<file path="src/rtl/spi_dev_fwrite_pkg.sv">
// Shared spi_dev constants and types for the fwrite block: command codes,
// header geometry, FSM state encoding and the header byte serializer.
package spi_dev_fwrite_pkg;

    localparam logic [7:0] CMD_GET_DEFAULT = 8'hfa;
    localparam logic [7:0] CMD_PUT_DEFAULT = 8'hfb;
    localparam logic [9:0] HDR_LEN         = 10'd10;
    localparam logic [9:0] MAX_LEN         = 10'd512;
    localparam int         FIFO_DEPTH      = 512;
    localparam int         FIFO_WIDTH      = 8;

    typedef enum logic [2:0] {
        ST_IDLE,
        ST_ARMED,
        ST_PENDING,
        ST_SEND,
        ST_WAIT_ACK
    } state_t;

    typedef struct packed {
        logic [31:0] file_id;
        logic [31:0] offset;
        logic [9:0]  len;
    } xfer_req_t;

    // Big-endian id, big-endian offset, then the 10-bit length in two bytes.
    function automatic logic [7:0] hdr_byte(input xfer_req_t r, input logic [3:0] idx);
        logic [7:0] b;
        case (idx)
            4'd0:    b = r.file_id[31:24];
            4'd1:    b = r.file_id[23:16];
            4'd2:    b = r.file_id[15:8];
            4'd3:    b = r.file_id[7:0];
            4'd4:    b = r.offset[31:24];
            4'd5:    b = r.offset[23:16];
            4'd6:    b = r.offset[15:8];
            4'd7:    b = r.offset[7:0];
            4'd8:    b = {6'b0, r.len[9:8]};
            4'd9:    b = r.len[7:0];
            default: b = 8'h00;
        endcase
        return b;
    endfunction

endpackage

</file>
<file path="src/rtl/spi_dev_fwrite_if.sv">
// Signal bundle between spi_dev_fwrite, the SPI protocol wrapper and the fabric.
// The slave modport is the fwrite block's view; master is the driving side.
interface spi_dev_fwrite_if;

    logic [7:0]  pw_wdata;
    logic        pw_wcmd;
    logic        pw_wstb;
    logic        pw_end;
    logic        pw_req;
    logic        pw_gnt;
    logic [7:0]  pw_rdata;
    logic        pw_rstb;
    logic        pw_irq;
    logic [31:0] req_file_id;
    logic [31:0] req_offset;
    logic [9:0]  req_len;
    logic        req_valid;
    logic        req_ready;
    logic [7:0]  wr_data;
    logic        wr_valid;
    logic        wr_ready;
    logic        done_valid;
    logic [7:0]  done_status;

    modport slave (
        input  pw_wdata, pw_wcmd, pw_wstb, pw_end, pw_gnt,
        input  req_file_id, req_offset, req_len, req_valid,
        input  wr_data, wr_valid,
        output pw_req, pw_rdata, pw_rstb, pw_irq,
        output req_ready, wr_ready, done_valid, done_status
    );

    modport master (
        output pw_wdata, pw_wcmd, pw_wstb, pw_end, pw_gnt,
        output req_file_id, req_offset, req_len, req_valid,
        output wr_data, wr_valid,
        input  pw_req, pw_rdata, pw_rstb, pw_irq,
        input  req_ready, wr_ready, done_valid, done_status
    );

endinterface

</file>
<file path="src/rtl/spi_dev_fwrite_fifo_sync_ram.sv">
// First-word-fall-through synchronous FIFO with an occupancy counter.
// Pointers wrap naturally, so DEPTH must be a power of two.
module fifo_sync_ram #(
    parameter  int DEPTH = 512,
    parameter  int WIDTH = 8,
    localparam int AW    = $clog2(DEPTH),
    localparam int LW    = $clog2(DEPTH + 1)
) (
    input  logic             clk,
    input  logic             rst,
    input  logic             wr_en,
    input  logic [WIDTH-1:0] wr_data,
    input  logic             rd_en,
    output logic [WIDTH-1:0] rd_data,
    output logic [LW-1:0]    level,
    output logic             full
);

    logic [WIDTH-1:0] mem [DEPTH];
    logic [AW-1:0]    wr_ptr;
    logic [AW-1:0]    rd_ptr;
    logic             push;
    logic             pop;
    logic             empty;

    assign full    = (level == LW'(DEPTH));
    assign empty   = (level == '0);
    assign push    = wr_en & ~full;
    assign pop     = rd_en & ~empty;
    assign rd_data = mem[rd_ptr];

    always_ff @(posedge clk) begin
        if (push) mem[wr_ptr] <= wr_data;
    end

    always_ff @(posedge clk) begin
        if (rst) begin
            wr_ptr <= '0;
            rd_ptr <= '0;
            level  <= '0;
        end else begin
            if (push) wr_ptr <= wr_ptr + AW'(1);
            if (pop)  rd_ptr <= rd_ptr + AW'(1);
            case ({push, pop})
                2'b10:   level <= level + LW'(1);
                2'b01:   level <= level - LW'(1);
                default: level <= level;
            endcase
        end
    end

endmodule

</file>
<file path="src/rtl/spi_dev_fwrite.sv">
// FPGA-to-ESP32 file write: buffers a payload, raises an IRQ, serves header and
// payload on a GET and completes on the PUT that carries the status byte.
//
//   state       | meaning
//   ------------+-------------------------------------------------------
//   ST_IDLE     | ready for a new request
//   ST_ARMED    | request latched, waiting for len bytes in the FIFO
//   ST_PENDING  | payload complete, IRQ raised, waiting for a granted GET
//   ST_SEND     | streaming header then payload (or draining after gnt loss)
//   ST_WAIT_ACK | waiting for the PUT transaction carrying the status byte
module spi_dev_fwrite
    import spi_dev_fwrite_pkg::*;
#(
    parameter logic [7:0] CMD_GET_BYTE = CMD_GET_DEFAULT,
    parameter logic [7:0] CMD_PUT_BYTE = CMD_PUT_DEFAULT
) (
    input logic             clk,
    input logic             rst,
    spi_dev_fwrite_if.slave bus
);

    state_t    state;
    state_t    state_nx;
    xfer_req_t req_q;
    logic [9:0] len_sat;
    logic [9:0] pay_left;
    logic [9:0] byte_cnt;
    logic [9:0] xfer_total;
    logic       in_xfer;
    logic       cmd_stb_get;
    logic       cmd_stb_put;
    logic       get_active;
    logic       put_active;
    logic       put_live;
    logic       put_done;
    logic       gnt_ok;
    logic       drain;
    logic       emit;
    logic [7:0] emit_byte;
    logic       fifo_pop;
    logic [7:0] fifo_dout;
    logic [9:0] fifo_level;
    logic       fifo_full;
    logic [7:0] stat_q;
    logic       stat_got;
    logic       stat_take;
    logic [7:0] stat_next;
    logic [7:0] rdata_q;
    logic       rstb_q;
    logic       done_valid_q;
    logic [7:0] done_status_q;

    fifo_sync_ram #(
        .DEPTH(FIFO_DEPTH),
        .WIDTH(FIFO_WIDTH)
    ) u_fifo (
        .clk    (clk),
        .rst    (rst),
        .wr_en  (bus.wr_valid & ~fifo_full),
        .wr_data(bus.wr_data),
        .rd_en  (fifo_pop),
        .rd_data(fifo_dout),
        .level  (fifo_level),
        .full   (fifo_full)
    );

    assign len_sat    = (bus.req_len > MAX_LEN) ? MAX_LEN : bus.req_len;
    assign gnt_ok     = get_active & bus.pw_gnt;
    assign in_xfer    = (state == ST_PENDING) || (state == ST_SEND);
    assign xfer_total = HDR_LEN + (in_xfer ? req_q.len : 10'd0);
    assign put_live   = put_active | cmd_stb_put;
    assign put_done   = (state == ST_WAIT_ACK) & put_live & bus.pw_end;

    // A GET outside a live transfer returns an all-zero header (len 0).
    assign emit_byte = (byte_cnt >= HDR_LEN) ? fifo_dout
                     : (in_xfer ? hdr_byte(req_q, byte_cnt[3:0]) : 8'h00);

    // Status is the first data byte after the PUT command; it may arrive
    // while the command strobe is still in its registered stage.
    assign stat_take = put_live & bus.pw_wstb & ~bus.pw_wcmd & (cmd_stb_put | ~stat_got);
    assign stat_next = stat_take   ? bus.pw_wdata
                     : cmd_stb_put ? 8'hff : stat_q;

    always_comb begin
        state_nx = state;
        emit     = 1'b0;
        fifo_pop = 1'b0;
        case (state)
            ST_IDLE: begin
                emit = gnt_ok & (byte_cnt < HDR_LEN);
                if (bus.req_valid) state_nx = ST_ARMED;
            end
            ST_ARMED: begin
                emit = gnt_ok & (byte_cnt < HDR_LEN);
                if (fifo_level >= req_q.len) state_nx = ST_PENDING;
            end
            ST_PENDING: begin
                if (gnt_ok && byte_cnt == 10'd0) begin
                    emit     = 1'b1;
                    state_nx = ST_SEND;
                end
            end
            ST_SEND: begin
                if (gnt_ok && !drain) begin
                    emit     = 1'b1;
                    fifo_pop = (byte_cnt >= HDR_LEN);
                    if (byte_cnt == xfer_total - 10'd1) state_nx = ST_WAIT_ACK;
                end else begin
                    fifo_pop = (pay_left != 10'd0);
                    if (pay_left <= 10'd1) state_nx = ST_WAIT_ACK;
                end
            end
            ST_WAIT_ACK: begin
                emit = gnt_ok & (byte_cnt < HDR_LEN);
                if (put_done) state_nx = ST_IDLE;
            end
            default: state_nx = ST_IDLE;
        endcase
    end

    always_ff @(posedge clk) begin
        if (rst) begin
            state         <= ST_IDLE;
            req_q         <= '0;
            pay_left      <= '0;
            drain         <= 1'b0;
            cmd_stb_get   <= 1'b0;
            cmd_stb_put   <= 1'b0;
            get_active    <= 1'b0;
            put_active    <= 1'b0;
            stat_q        <= 8'hff;
            stat_got      <= 1'b0;
            rdata_q       <= 8'h00;
            rstb_q        <= 1'b0;
            done_valid_q  <= 1'b0;
            done_status_q <= 8'h00;
        end else begin
            state       <= state_nx;
            drain       <= (state == ST_SEND) && (state_nx == ST_SEND) && (drain || !gnt_ok);
            cmd_stb_get <= bus.pw_wstb & bus.pw_wcmd & (bus.pw_wdata == CMD_GET_BYTE);
            cmd_stb_put <= bus.pw_wstb & bus.pw_wcmd & (bus.pw_wdata == CMD_PUT_BYTE);
            if (bus.pw_end)       get_active <= 1'b0;
            else if (cmd_stb_get) get_active <= 1'b1;
            if (bus.pw_end)       put_active <= 1'b0;
            else if (cmd_stb_put) put_active <= 1'b1;
            if (state == ST_IDLE && bus.req_valid) begin
                req_q    <= '{file_id: bus.req_file_id, offset: bus.req_offset, len: len_sat};
                pay_left <= len_sat;
            end else if (fifo_pop && pay_left != 10'd0) begin
                pay_left <= pay_left - 10'd1;
            end
            stat_q   <= stat_next;
            stat_got <= stat_take | (stat_got & ~cmd_stb_put);
            rstb_q   <= emit;
            if (emit) rdata_q <= emit_byte;
            done_valid_q <= put_done;
            if (put_done) done_status_q <= stat_next;
        end
    end

    // Byte index restarts whenever the wrapper withdraws the grant.
    always_ff @(posedge clk) begin
        if (rst || !bus.pw_gnt) byte_cnt <= '0;
        else if (emit)          byte_cnt <= byte_cnt + 10'd1;
    end

    assign bus.pw_req      = get_active;
    assign bus.pw_rdata    = rdata_q;
    assign bus.pw_rstb     = rstb_q;
    assign bus.pw_irq      = (state == ST_PENDING);
    assign bus.req_ready   = (state == ST_IDLE);
    assign bus.wr_ready    = ~fifo_full;
    assign bus.done_valid  = done_valid_q;
    assign bus.done_status = done_status_q;

endmodule

</file>
<file path="src/flat_wrapper.sv">
// flat-port wrapper written by rule: the top's interface ports become plain ports
module spi_dev_fwrite_flat import spi_dev_fwrite_pkg::*;
#(
    parameter logic [7:0] CMD_GET_BYTE = CMD_GET_DEFAULT,
    parameter logic [7:0] CMD_PUT_BYTE = CMD_PUT_DEFAULT
)
  (clk, rst, bus_pw_wdata, bus_pw_wcmd, bus_pw_wstb, bus_pw_end, bus_pw_gnt, bus_req_file_id, bus_req_offset, bus_req_len, bus_req_valid, bus_wr_data, bus_wr_valid, bus_pw_req, bus_pw_rdata, bus_pw_rstb, bus_pw_irq, bus_req_ready, bus_wr_ready, bus_done_valid, bus_done_status);
  spi_dev_fwrite_if bus_i ();
  input logic clk;
  input logic rst;
  input wire logic [$bits(bus_i.pw_wdata)-1:0] bus_pw_wdata;
  input wire logic [$bits(bus_i.pw_wcmd)-1:0] bus_pw_wcmd;
  input wire logic [$bits(bus_i.pw_wstb)-1:0] bus_pw_wstb;
  input wire logic [$bits(bus_i.pw_end)-1:0] bus_pw_end;
  input wire logic [$bits(bus_i.pw_gnt)-1:0] bus_pw_gnt;
  input wire logic [$bits(bus_i.req_file_id)-1:0] bus_req_file_id;
  input wire logic [$bits(bus_i.req_offset)-1:0] bus_req_offset;
  input wire logic [$bits(bus_i.req_len)-1:0] bus_req_len;
  input wire logic [$bits(bus_i.req_valid)-1:0] bus_req_valid;
  input wire logic [$bits(bus_i.wr_data)-1:0] bus_wr_data;
  input wire logic [$bits(bus_i.wr_valid)-1:0] bus_wr_valid;
  output wire logic [$bits(bus_i.pw_req)-1:0] bus_pw_req;
  output wire logic [$bits(bus_i.pw_rdata)-1:0] bus_pw_rdata;
  output wire logic [$bits(bus_i.pw_rstb)-1:0] bus_pw_rstb;
  output wire logic [$bits(bus_i.pw_irq)-1:0] bus_pw_irq;
  output wire logic [$bits(bus_i.req_ready)-1:0] bus_req_ready;
  output wire logic [$bits(bus_i.wr_ready)-1:0] bus_wr_ready;
  output wire logic [$bits(bus_i.done_valid)-1:0] bus_done_valid;
  output wire logic [$bits(bus_i.done_status)-1:0] bus_done_status;
  assign bus_i.pw_wdata = bus_pw_wdata;
  assign bus_i.pw_wcmd = bus_pw_wcmd;
  assign bus_i.pw_wstb = bus_pw_wstb;
  assign bus_i.pw_end = bus_pw_end;
  assign bus_i.pw_gnt = bus_pw_gnt;
  assign bus_i.req_file_id = bus_req_file_id;
  assign bus_i.req_offset = bus_req_offset;
  assign bus_i.req_len = bus_req_len;
  assign bus_i.req_valid = bus_req_valid;
  assign bus_i.wr_data = bus_wr_data;
  assign bus_i.wr_valid = bus_wr_valid;
  assign bus_pw_req = bus_i.pw_req;
  assign bus_pw_rdata = bus_i.pw_rdata;
  assign bus_pw_rstb = bus_i.pw_rstb;
  assign bus_pw_irq = bus_i.pw_irq;
  assign bus_req_ready = bus_i.req_ready;
  assign bus_wr_ready = bus_i.wr_ready;
  assign bus_done_valid = bus_i.done_valid;
  assign bus_done_status = bus_i.done_status;
  spi_dev_fwrite #(.CMD_GET_BYTE(CMD_GET_BYTE), .CMD_PUT_BYTE(CMD_PUT_BYTE)) u_core (.clk(clk), .rst(rst), .bus(bus_i));
endmodule
</file>
<file path="config.mk">
export PLATFORM = sky130hd
export DESIGN_NAME = spi_dev_fwrite_flat
export DESIGN_NICKNAME = d
export VERILOG_FILES = /design/src/rtl/spi_dev_fwrite_pkg.sv /design/src/rtl/spi_dev_fwrite_if.sv /design/src/rtl/spi_dev_fwrite_fifo_sync_ram.sv /design/src/rtl/spi_dev_fwrite.sv /design/src/flat_wrapper.sv
export SDC_FILE = /design/constraint.sdc
export NUM_CORES = 2
export LEC_CHECK = 0
export BUFFER_PORTS_ARGS = -buffer_cell sky130_fd_sc_hd__clkbuf_2
export CORE_MARGIN = 5
export CORE_UTILIZATION = 50
export DETAILED_ROUTE_END_ITERATION = 8
export PLACE_DENSITY_LB_ADDON = 0.2
export SYNTH_ARGS = -nofsm -noshare
export SYNTH_HDL_FRONTEND = slang
export SYNTH_HIERARCHICAL = 1
export SYNTH_SLANG_ARGS = --single-unit
export TNS_END_PERCENT = 1
</file>
<file path="constraint.sdc">
create_clock -name clk -period 5.1 [get_ports clk]
set_clock_uncertainty 0.05 [all_clocks]
set_input_delay 0.51 -clock clk [delete_from_list [all_inputs] [get_ports clk]]
set_output_delay 0.51 -clock clk [all_outputs]
set_load 0.01 [all_outputs]
</file>
* Yosys cells after proc, flatten, opt, wreduce, memory -nomap -nowiden
Memory sizes are Yosys's and may differ from the RTL's. A register that Yosys moved wholly into a read port is not among the register bits. Cells that the tools add are included.
Word-level totals: register bits 157, memory bits (writable) 4096, input port bits 98, output and inout port bits 22, word-level logic and storage cells 124, memories 1
Memory list:
- u_core.u_fifo.mem | words 512, bits a word 8, read ports 1, clocked after Yosys merged registers in 1, write ports 1, line spi_dev_fwrite_fifo_sync_ram.sv:19 | logic [WIDTH-1:0] mem [DEPTH];
Operators by class: $add $sub $neg 8, $lt $le $gt $ge 5, eq/ne operators 20, muxes and demuxes 27, bitwise logic cells 22, reductions and logical operators 21
Operator list (count):
- $pmux W8 S10 | 1
- $mux W10 | 4
- $mux W8 | 4
- $sub A10 B1 Y10 const B | 3
- $mux W3 | 7
- $add A10 B1 Y10 const B | 2
- $logic_not A10 Y1 | 2
- $pmux W10 S2 | 1
- $add A9 B1 Y9 const B | 2
- $mux W9 | 2
- $eq A4 B3 Y1 const B | 4
- $eq A8 B8 Y1 const B | 2
- $pmux W3 S5 | 1
- $and A1 B1 Y1 | 14
- $add A4 B10 Y10 const A | 1
- $eq A10 B10 Y1 | 1
- $eq A10 B10 Y1 const B | 1
- $ge A10 B10 Y1 | 1
- $ge A10 B4 Y1 const B | 1
- $gt A10 B10 Y1 const B | 1
- $le A10 B1 Y1 const B | 1
- $lt A10 B4 Y1 const B | 1
- $reduce_bool A10 Y1 | 1
- $eq A3 B2 Y1 const B | 3
- 19 further kinds | 42

* Logic depth before layout (Yosys ltp)
word-level depth 12, depth in mapped cells 20, depth with buffers taken out 17

* Cells and area by module
The synthesis kept the hierarchy.
By module, submodules not included:
- fifo_sync_ram | times used 1, cells an instance 8227, area each 162493.3 um2, seq. area each 123738.7 um2
- spi_dev_fwrite | times used 1, cells an instance 807, area each 6338.6 um2, seq. area each 2582.5 um2

* Least setup slack after synthesis
OpenSTA, ideal clock, no wires.
path kind register to register, start point register u_core.byte_cnt[0], end point register u_core.u_fifo.level[8], setup time 0.070 ns, data arrival time 4.350 ns, data required time 4.980 ns, setup slack 0.630 ns, stages on the path, launching flop included 21, buffers on the path 3, period minus slack after synthesis 4.470 ns, path through dfxtp_1 inv_1 ha_1 clkbuf_1 o31ai_1 a41oi_1 and2_1 inv_1 a31oi_1 ha_1 clkbuf_1 clkbuf_1 xor2_1 ha_1 a21oi_1 o21ai_0 a221oi_1 o41a_1 nor4_1 or4_1 a21oi_1
Between the ends: cells in the longest elaborated chain, start to end 6, elaborated cells on any way between the ends 8, classes of those cells 1 x order compare; 2 x eq/ne; 3 x mux; 1 x bitwise; 1 x reduce/logical
Ends and longest elaborated chain:
- start, declared | line spi_dev_fwrite.sv:27 | logic [9:0] byte_cnt;
- start signal, assigned | line spi_dev_fwrite.sv:164 | else if (emit) byte_cnt <= byte_cnt + 10'd1;
- $ge A10 B4 Y1 (*) | line spi_dev_fwrite.sv:106 | fifo_pop = (byte_cnt >= HDR_LEN);
- $mux W1 (*) | line spi_dev_fwrite.sv:104 | if (gnt_ok && !drain) begin
- $mux W1 (*) | line spi_dev_fwrite.sv:88 | case (state)
- named net u_core.fifo_pop | line spi_dev_fwrite.sv:40 | logic fifo_pop;
- $and A1 B1 Y1 (*) | line spi_dev_fwrite_fifo_sync_ram.sv:29 | assign pop = rd_en & ~empty;
- $eq A2 B1 Y1 / $eq A2 B2 Y1 (equally long branches) | line spi_dev_fwrite_fifo_sync_ram.sv:44 | case ({push, pop})
- $pmux W10 S2 / $reduce_bool A2 Y1 (equally long branches)
- end signal, assigned | line spi_dev_fwrite_fifo_sync_ram.sv:45 | 2'b10: level <= level + LW'(1);
- end signal, assigned | line spi_dev_fwrite_fifo_sync_ram.sv:46 | 2'b01: level <= level - LW'(1);
- end signal, assigned | line spi_dev_fwrite_fifo_sync_ram.sv:47 | default: level <= level;
- end, declared | line spi_dev_fwrite_fifo_sync_ram.sv:15 | output logic [LW-1:0] level,
Mark *: on every way through the listed nets, which the timed path passes. The rest lies on a longest branch. A chain may end at the register's enable or synchronous reset.

==> metrics.md <==
| Metric | Value |
|---|---|
| Status | finished, final reports clean |
| Yosys warnings | 6 |
| Hold Path Depth | 1 |
| Commonest non-fill, non-tap cells in the layout | edfxtp_1 (4096), mux4_2 (714), nor2_1 (677) |
| VDD IR max | 0.3042 mV |
| CTS tree | done |
| Die area | between 300000 and 400000 um2 |
| Initial Util | 0.5016 |
| Switching Share | 0.2121 |
| Setup violators final | 0 |
| Sequential power share | 0.531 |
| Share of cells above drive strength 1 | 0.1884 |
| 1st-iter DRT viols | around 10000 |
| CTS root buffer | clkbuf_16 |
| Synthesis-stage register bit count | about 4300 |
| Clk sinks | 4262 |
| Fin. max-slew vios | 0 |
| Clock power frac | 0.422 |
| Number of max-cap violations | 0 |
| First-pass GRT wire length | 645.8 mm |
| P_sw | 15.43 mW |
| Initial antenna violation count | 24 |
| Avg WL per Cell | 31.43 um |
| Vias post-DR | 90517 |
| Via count of the first global-routing pass | 89985 |
| Post-synthesis sequential area ratio | 0.7482 |
| Critical path type | reg2reg |
| Cell area after synthesis | 168800 um2 |
| Critical path capture point type | flop |
| Mapped Avg Cell Area | 18.69 um2 |
| Num CTS Buffers | 425 |
| Syn Nets | ~9200 |
| Post-Route WL | 448.0 mm |
| Synthesis-to-layout area growth | 12.23% |
| CTS max path bufs | 4 |
| Setup TNS | 0 ns |
| Startpoint types | flop |
| EDFF count, synth | around 4100 |
| Overall Global Routing Usage | 0.2523 |
| Final hold slack | just under 0.1 ns |
| CP required | 5.93 ns |
| IO buf count | ~120 |
| Initial DRT Pass Iterations | 8 |
| Final ANT Viol Nets | 0 |
| # Post-CTS Setup Buffers | 0 |
| Chip width | 591.1 um |
| Crit path DAT | 5.84 ns |
| Die Ht | about 590 um |
| CP max FO | 42 |
| Final number of hold-violating endpoints | 0 |
| Area of the core | around 340000 um2 |
| Num ports | 120 |
| RSZ-0062 raised after global routing | no |
| Grt ovf | 0 |
| Commonest non-fill, non-tap cell in the layout | edfxtp_1 |
| Normalized max-slew margin | 0.05773 |
| Logic pwr share | 0.047 |
| Final worst path period share | 0.9827 |
| Cell row count | 213 |
| Pwr per Cell Area | about 380 nW/um2 |
| FFs w/ async S/R, synth | 0 |
| GPL Wtd Cong | 0.8840 |
| Hold crit path type | in2reg |
| Slew at the pin closest to its max-slew limit | between 1 and 1.5 ns |
| H-tree level count | 5 |
| Maximum achievable frequency | 0.1995 GHz |
| Vias per cell | about 6.4 |
| Tmin final | 5.012 ns |
| Clk_lat worst skew | 0.97 ns |
| Gate count of the mapped netlist | 9034 |
| Netlist cell types | just over 90 |
| Leak Pwr | 56.61 nW |
| Clock Pin Slew Worst Setup and Hold Paths | ~0.060 ns |
| DRC viols | 0 |
| Largest net degree at the start of global routing | 161 |
| Internal power | 57.34 mW |
| Total Nets Final | 9495 |
| Ys flop type | edfxtp_1 |
| R2R depth | 10 |
| Hpwl dp | 273.5 mm |
==> final cells by class <==
cell class / count / area [um2]
Clock inverter: 248 / 2351
Multi-Input combinational cell: 4152 / 38960
Tap cell: 4515 / 5649
Timing Repair Buffer: 498 / 4692
Sequential cell: 4262 / 126300
Inverter: 33 / 136.4
Antenna cell: 13 / 32.53
Clock buffer: 532 / 11330
Fill cell: 25028 / 147100
==> per-layer routing <==
metal	vias to the layer above	track usage	part of all wire
li1	37651	-	-
met1	47471	0.3655	0.41
met2	4606	0.3932	0.47
met3	777	0.05059	0.094
met4	12	0.07298	0.031
met5	-	0	0.00019
==> synth_stat cells, types with 24 or more instances <==
cell | number | area share
nand4_1 | 52 | 0.0019
mux4_2 | 714 | 0.095
buf_2 | 97 | 0.0029
ha_1 | 25 | 0.0019
a211oi_1 | 62 | 0.0028
nor3_1 | 153 | 0.0045
o22ai_1 | 168 | 0.0062
o21ai_0 | 91 | 0.0027
dfxtp_1 | 166 | 0.020
nand2_1 | 409 | 0.0091
mux2_2 | 29 | 0.0019
a22oi_1 | 60 | 0.0027
a21oi_1 | 268 | 0.0079
clkbuf_1 | 299 | 0.0066
inv_1 | 31 | 0.00069
edfxtp_1 | 4096 | 0.73
buf_12 | 24 | 0.0028
and2_1 | 25 | 0.00093
nor2_1 | 678 | 0.015
buf_4 | 34 | 0.0015
nor4_1 | 52 | 0.0019
nand3_1 | 41 | 0.0012
buf_1 | 38 | 0.00084
a2111oi_0 | 26 | 0.0013
mux2i_1 | 658 | 0.039
buf_6 | 72 | 0.0048
o221ai_1 | 251 | 0.013
==> power by group through the flow <==
stage                     combinational (mW)  clock [mW]  sequential, mW
after floorplan                         2.13           0            39.3
after global placement                  3.29           0            39.4
after detailed placement                3.37           0            39.4
after CTS                               3.44        31.2            38.7
after global routing                    3.65        32.7            38.7
final                                   3.42        30.7            38.7
==> worst max-delay path: stages, from the launching register on <==
cell and delay, ns:
dfxtp_4 0.77, buf_12 0.34, buf_12 0.36, mux4_2 0.31
o22ai_1 0.16, nor3_1 0.71, nor2_1 0.21, nor3_1 1.07
and4bb_1 0.51, a32oi_1 0.10, a211oi_1 0.26
==> path summary, 6_finish.rpt <==
check                                              startpoint                             endpoint  slack, ns
worst max register to register                           flop  u_core/bus.pw_rdata[4]$_SDFFE_PP0P_       0.09
worst min-delay path                           bus_wr_data[1]  u_core/u_fifo/mem[105][1]$_DFFE_PP_        0.1
worst max-delay path                                     flop  u_core/bus.pw_rdata[4]$_SDFFE_PP0P_       0.09
worst min register to register  u_core/req_q[32]$_SDFFE_PP0P_        u_core/req_q[32]$_SDFFE_PP0P_       0.41
==> state kept, by name, indices dropped and copies added (netlist names), 3 cells and up, named ones only <==
| register | count |
|---|---|
| u_core/bus.done_status | 8 |
| u_core/bus.pw_rdata | 8 |
| u_core/byte_cnt | 10 |
| u_core/pay_left | 10 |
| u_core/req_q | 74 |
| u_core/stat_q | 8 |
| u_core/state | 3 |
| u_core/u_fifo/level | 10 |
| u_core/u_fifo/mem | 4096 |
| u_core/u_fifo/rd_ptr | 9 |
| u_core/u_fifo/wr_ptr | 9 |
==> stage by stage <==
step	instance area, um2	utilization	setup slack, ns	power [mW]	cells
6_report	189500	0.5630	0.08837	72.78	14253
3_5_place_dp	174800	0.5193	-0.007296	42.77	13363
3_3_place_gp	174800	0.5193	-0.1134	42.68	13363
4_1_cts	189500	0.5628	0.06635	73.27	14240
5_1_grt	189500	0.5629	0.003508	75.05	14241
2_1_floorplan	168800	-	0.6296	41.45	9034
==> cell families after synthesis <==
| group | Yosys count | synth area share |
|---|---|---|
| compound gates | 1099 | 0.04579 |
| simple gates | 1577 | 0.04233 |
| buf+inv | 620 | 0.02231 |
| flops | 4262 | 0.7482 |
| fa+ha+maj | 25 | 0.001853 |
| mux | 1408 | 0.1373 |
| xor+xnor | 43 | 0.002231 |
==> repair_timing <==
action,CTS,global route
hold endpoints to repair,220,0
hold buffers,97,0
endpoints found under the setup margin,5,0
gates resized for setup,1,0
(Power assumes the default switching activity.)
